### config.mk
export PLATFORM = sky130hd
export DESIGN_NAME = piler_core
export DESIGN_NICKNAME = d
export VERILOG_FILES = /design/src/rtl/piler_core.sv
export SDC_FILE = /design/constraint.sdc
export NUM_CORES = 1
export LEC_CHECK = 0
export CAP_MARGIN = 20
export CORE_UTILIZATION = 45
export DETAILED_ROUTE_END_ITERATION = 12
export PLACE_DENSITY_LB_ADDON = 0.15
export SETUP_SLACK_MARGIN = 0.15
export SYNTH_ARGS = -nofsm -noshare
export SYNTH_HDL_FRONTEND = slang
export SYNTH_SLANG_ARGS = --single-unit
export TNS_END_PERCENT = 30
### constraint.sdc
create_clock -name i_clk -period 0.8 [get_ports i_clk]
set_input_delay 0.12 -clock i_clk [delete_from_list [all_inputs] [get_ports i_clk]]
set_output_delay 0.12 -clock i_clk [all_outputs]
set_load 0.01 [all_outputs]
### src/rtl/piler_core.sv
// piler_core: gravity-drop engine for a column-stacked game field.
// One piece drops into column i_pile_col. The updated field bitmap and the updated
// column heights are registered one cycle after the inputs are sampled. o_valid
// flags a legal drop.
// Optional build macro PILER_FULL_FLAG_EN adds the registered o_full output, which
// reports a full board (every column at ROW_COUNT or above after the drop).
module piler_core #(
    parameter int COL_COUNT             = 7,
    parameter int ROW_COUNT             = 6,
    parameter int COUNT_W               = 3,
    parameter int COL_W                 = 3,
    parameter int FIELD_SIZE            = ROW_COUNT * COL_COUNT,
    parameter int PILE_COUNT_ARRAY_SIZE = COL_COUNT * COUNT_W
) (
    input  logic                             i_clk,
    input  logic                             i_rst_n,
    input  logic [FIELD_SIZE-1:0]            i_field,
    input  logic [PILE_COUNT_ARRAY_SIZE-1:0] i_pile_count_array,
    input  logic [COL_W-1:0]                 i_pile_col,
`ifdef PILER_FULL_FLAG_EN
    output logic                             o_full,
`endif
    output logic                             o_valid,
    output logic [FIELD_SIZE-1:0]            o_field,
    output logic [PILE_COUNT_ARRAY_SIZE-1:0] o_pile_count_array
);

    localparam logic [COUNT_W-1:0] ROW_LIMIT = COUNT_W'(ROW_COUNT);

    logic [COUNT_W-1:0]               col_h [COL_COUNT];
    logic [COUNT_W-1:0]               next_h [COL_COUNT];
    logic [COL_COUNT-1:0]             col_hit;
    logic [COL_COUNT-1:0]             col_room;
    logic                             drop_legal;
    logic [FIELD_SIZE-1:0]            next_field;
    logic [PILE_COUNT_ARRAY_SIZE-1:0] next_pile;

    // A drop is legal only into an in-range column that still has room. Heights
    // above ROW_COUNT count as full, so they never wrap.
    assign drop_legal = |(col_hit & col_room);

    genvar c, r;
    generate
        for (c = 0; c < COL_COUNT; c++) begin : g_col
            assign col_h[c]    = i_pile_count_array[c*COUNT_W +: COUNT_W];
            // An out-of-range column index never matches, so it needs no separate test.
            assign col_hit[c]  = (i_pile_col == COL_W'(c));
            assign col_room[c] = (col_h[c] < ROW_LIMIT);
            assign next_h[c]   = (drop_legal && col_hit[c]) ? (col_h[c] + COUNT_W'(1)) : col_h[c];
            assign next_pile[c*COUNT_W +: COUNT_W] = next_h[c];

            for (r = 0; r < ROW_COUNT; r++) begin : g_row
                // OR-in keeps an already-set target bit at 1 when the input is inconsistent.
                assign next_field[r*COL_COUNT + c] = i_field[r*COL_COUNT + c]
                    | (drop_legal && col_hit[c] && (col_h[c] == COUNT_W'(r)));
            end
        end
    endgenerate

`ifdef PILER_FULL_FLAG_EN
    logic [COL_COUNT-1:0] col_full;

    generate
        for (c = 0; c < COL_COUNT; c++) begin : g_full
            // After an illegal drop next_h equals the input heights, so the same term serves both cases.
            assign col_full[c] = (next_h[c] >= ROW_LIMIT);
        end
    endgenerate

    // Register the board-full flag.
    always_ff @(posedge i_clk or negedge i_rst_n) begin
        if (!i_rst_n) begin
            o_full <= 1'b0;
        end else begin
            o_full <= &col_full;
        end
    end
`endif

    // Register the drop result every cycle; there is no handshake.
    always_ff @(posedge i_clk or negedge i_rst_n) begin
        if (!i_rst_n) begin
            o_valid            <= 1'b0;
            o_field            <= '0;
            o_pile_count_array <= '0;
        end else begin
            o_valid            <= drop_legal;
            o_field            <= next_field;
            o_pile_count_array <= next_pile;
        end
    end

endmodule

==> out/qor.txt <==
RUN STATUS
----------------------------------------------------------------------------------------
Result of the run                                                           finished with violations
Violated checks                                                             negative setup slack

LOGIC SYNTHESIS
----------------------------------------------------------------------------------------
#FFs+latches synth                                                                    64
Number of synthesized flops with an enable pin                                         0
Post-Synthesis Mean Instance Area                                            12.57 sq um
Yosys top cell area share                                                         55.17%
Register area share after synthesis                                               55.17%
Number of different library cells in the post-synthesis netlist                       25
FFs w/ async S/R, synth                                                           100.0%
Most frequent cells after synthesis                                         dfrtp_1 (64), ha_1 (35), a21o_1 (28)
Warning count from the yosys run                                                       0
Number of nets in the synthesized netlist                                            334
Most frequently used flop master after synthesis                                 dfrtp_1
Count of mapped cells out of synthesis                                               231
Syn Std Cell Area                                                             2903 sq um
Largest area contributor in the synthesized netlist                              dfrtp_1
Cell with the most instances after synthesis                                     dfrtp_1
Top cells by area, synth                                                    dfrtp_1 (55%), ha_1 (15%), a21o_1 (7.2%)

FINISH
----------------------------------------------------------------------------------------
Area of all placed cells without fillers                                      4942 sq um
Antenna Cells                                                                          0
Finished Layout Cells                                                                495
Net count reported at finish                                                         520
Syn-to-layout area delta                                                          70.26%
Final core occ                                                                    81.54%
Ratio of cells with drive above 1 in the final layout                             48.10%

ROUTING
----------------------------------------------------------------------------------------
Initial DRT Pass Iterations                                                            4
Vias per inst                                                                      4.925
Vias after detailed routing                                                        2,438
# DRC                                                                                  0
Detail Route Antenna Nets                                                              0
Overall routed net length                                                        8116 um
First-iteration detailed-routing DRC count                                            94
Wire length per cell                                                            16.40 um

TIMING
----------------------------------------------------------------------------------------
Post-layout min period                                                          982.0 ps
Count of final hold-check violations                                                   0
Final Slew Violations                                                                  0
Achievable clock frequency                                                      1018 MHz
Max transition margin                                                             76.75%
Slew of the pin with the lowest slew margin                                     348.7 ps
Final worst setup slack                                                        -182.0 ps
RSZ-0062 raised after global routing                                                true
Share of the cycle needed by the critical path after routing                      122.8%
Final setup violating endpoints                                                       67

MIN PATH
----------------------------------------------------------------------------------------
Tightest Hold Check Type                                                    input port to register

POWER AND IR DROP
----------------------------------------------------------------------------------------
Leakage                                                                         2.497 nW
Overall power of the completed layout                                         0.007561 W
Largest vdd supply drop                                                         1.234 mV
Power density of the placed cells                                           1530 nW/um^2

DIE
----------------------------------------------------------------------------------------
Ports                                                                                132
Placement row count                                                                   28
Die X                                                                           82.32 um
Core ar.                                                                      6061 sq um
Starting density of the core                                                      47.89%
Die ar.                                                                       6776 sq um
Die Y-Extent                                                                    82.32 um

GRT
----------------------------------------------------------------------------------------
Final global-route overflow total                                                      0
Via count of the first global-routing pass                                         2,461
Maximum number of pins on one net before global-route repair                          33
Global routing usage summed across all routing layers                             23.51%
First-pass GRT wire length                                                     11,510 um
Initial antenna violation count                                                        0

WORST SETUP PATH
----------------------------------------------------------------------------------------
Worst Setup Start Kind                                                          register
Combined buffer and inverter count along the critical path                             1
Classification of the worst setup path                                      register to primary output
Arrival time at the worst endpoint                                                860 ps
Worst-path fanout max                                                                  1
Number of cells on the critical path                                                   1
Crit-path slowest cell                                                           dfrtp_1
Worst setup startpoint                                                       o_field[17]
Termination of the worst setup path                                          o_field[17]
Category of cells accounting for the largest share of critical-path delay     flip-flops
CP cell instances                                                                  buf_2
Data required time of the worst path                                              680 ps
Category of the worst setup path capture point                              primary output
Longest individual stage delay on the worst path                                  380 ps

CLOCK NETWORK
----------------------------------------------------------------------------------------
Clock-pin slew on the worst setup and hold paths                                   70 ps
Total CTS buffers                                                                      9
TritonCTS clock tree                                                               built
CTS root buffer                                                                 clkbuf_8
Clk sinks                                                                             64
Level count of the clock H-tree                                                        3
Number of buffers on the longest clock path                                            2

PLACEMENT
----------------------------------------------------------------------------------------
Instance area at placement                                                    4651 sq um
Input/output buffers                                                                 131
Global placer's final weighted congestion                                         0.8058
Half-perimeter wire length after placement                                       5640 um
Placed Cells incl. Taps                                                              471

JOB
----------------------------------------------------------------------------------------
Max-capacitance violation count                                                        0

==> cells in the final DEF (no fill, tap or decap), drive strengths merged, types with 2 or more instances in the layout <==
cell,count
clkdlybuf4s15,5
nor2b,2
a21oi,3
a211oi,2
clkbuf,22
nand2,15
a31o,14
nor4,3
inv,22
and3,4
nor2,7
a2111oi,2
ha,35
xnor2,7
buf,122
dlygate4sd2,2
a21o,28
nand3,2
dfrtp,64
nor3,2
o21ai,10
clkdlybuf4s50,42
==> routing by layer <==
metal / part of all wire [%] / global-route usage (%) / vias to the layer above
met5: 0 / 0 / -
met4: 1.1 / 11.58 / 0
met3: 6.9 / 6.154 / 11
met2: 52 / 40.91 / 87
met1: 40 / 26.59 / 1186
li1: - / - / 1154
==> worst min-delay path: cells and delay by family <==
family	cells	cell delay, ps
compound gates	1	130
buf+inv	2	210
==> stage by stage <==
| stage | hold slack [ps] | TNS (ps) | setup WS [ps] |
|---|---|---|---|
| 3_5_place_dp | 132.1 | -55900 | -788.0 |
| 3_3_place_gp | 130.4 | -54490 | -757.9 |
| 4_1_cts | 193.9 | -11370 | -188.2 |
| 6_report | 161.0 | -9410 | -182.0 |
| 2_1_floorplan | -175.6 | -5550 | -177.0 |
| 5_1_grt | 156.5 | -12010 | -210.8 |
==> report_power, final <==
| group | switching (W) | internal, W |
|---|---|---|
| sequential | 0.0000621 | 0.00344 |
| clock | 0.00118 | 0.00118 |
| combinational | 0.000773 | 0.000934 |
| total | 0.00201 | 0.00555 |
==> final cells by class <==
type                       count  area [sq um]
clock buffer                  13         148.9
clock inverter                 1         5.005
fill                         360          1119
inverter                      22         87.58
multi-input combinational    139          1459
sequential                    64          1602
tap                           75         93.84
timing repair buffer         181          1546
==> worst min path at each step <==
stage | endpoint | depth (start not counted) | slack (ps) | startpoint
2_1_floorplan | o_field[0] | 0 | -180 | i_rst_n
3_3_place_gp | o_field[32] | 2 | 130 | i_rst_n
3_5_place_dp | o_field[4] | 2 | 130 | i_rst_n
4_1_cts | o_pile_count_array[17] | 4 | 190 | i_pile_count_array[16]
5_1_grt | o_field[36] | 3 | 160 | i_pile_count_array[5]
6_report | o_field[36] | 3 | 160 | i_pile_count_array[5]
==> registers in the layout, summed over array words and instances (netlist names) <==
register	cells
o_pile_count_array	21
o_valid	1
o_field	42
==> cell families after synthesis <==
family | after synthesis | synth area share [%]
flops | 64 | 55.17
buf+inv | 28 | 4.310
compound gates | 60 | 17.28
mux | 1 | 0.3448
fa+ha+maj | 35 | 15.09
simple gates | 36 | 5.690
xor+xnor | 7 | 2.112
==> repair_timing <==
item / 4_1_cts / 5_1_grt
pin swaps: 10 / 33
resized for setup: 348 / 88
endpoints found under the setup margin: 128 / 128
hold endpoints to repair: 64 / 0
gates cloned: 1 / 0
hold buffers: 1 / 0
setup buffers: 5 / 3
Note: power is estimated with default switching activity, not from simulation.
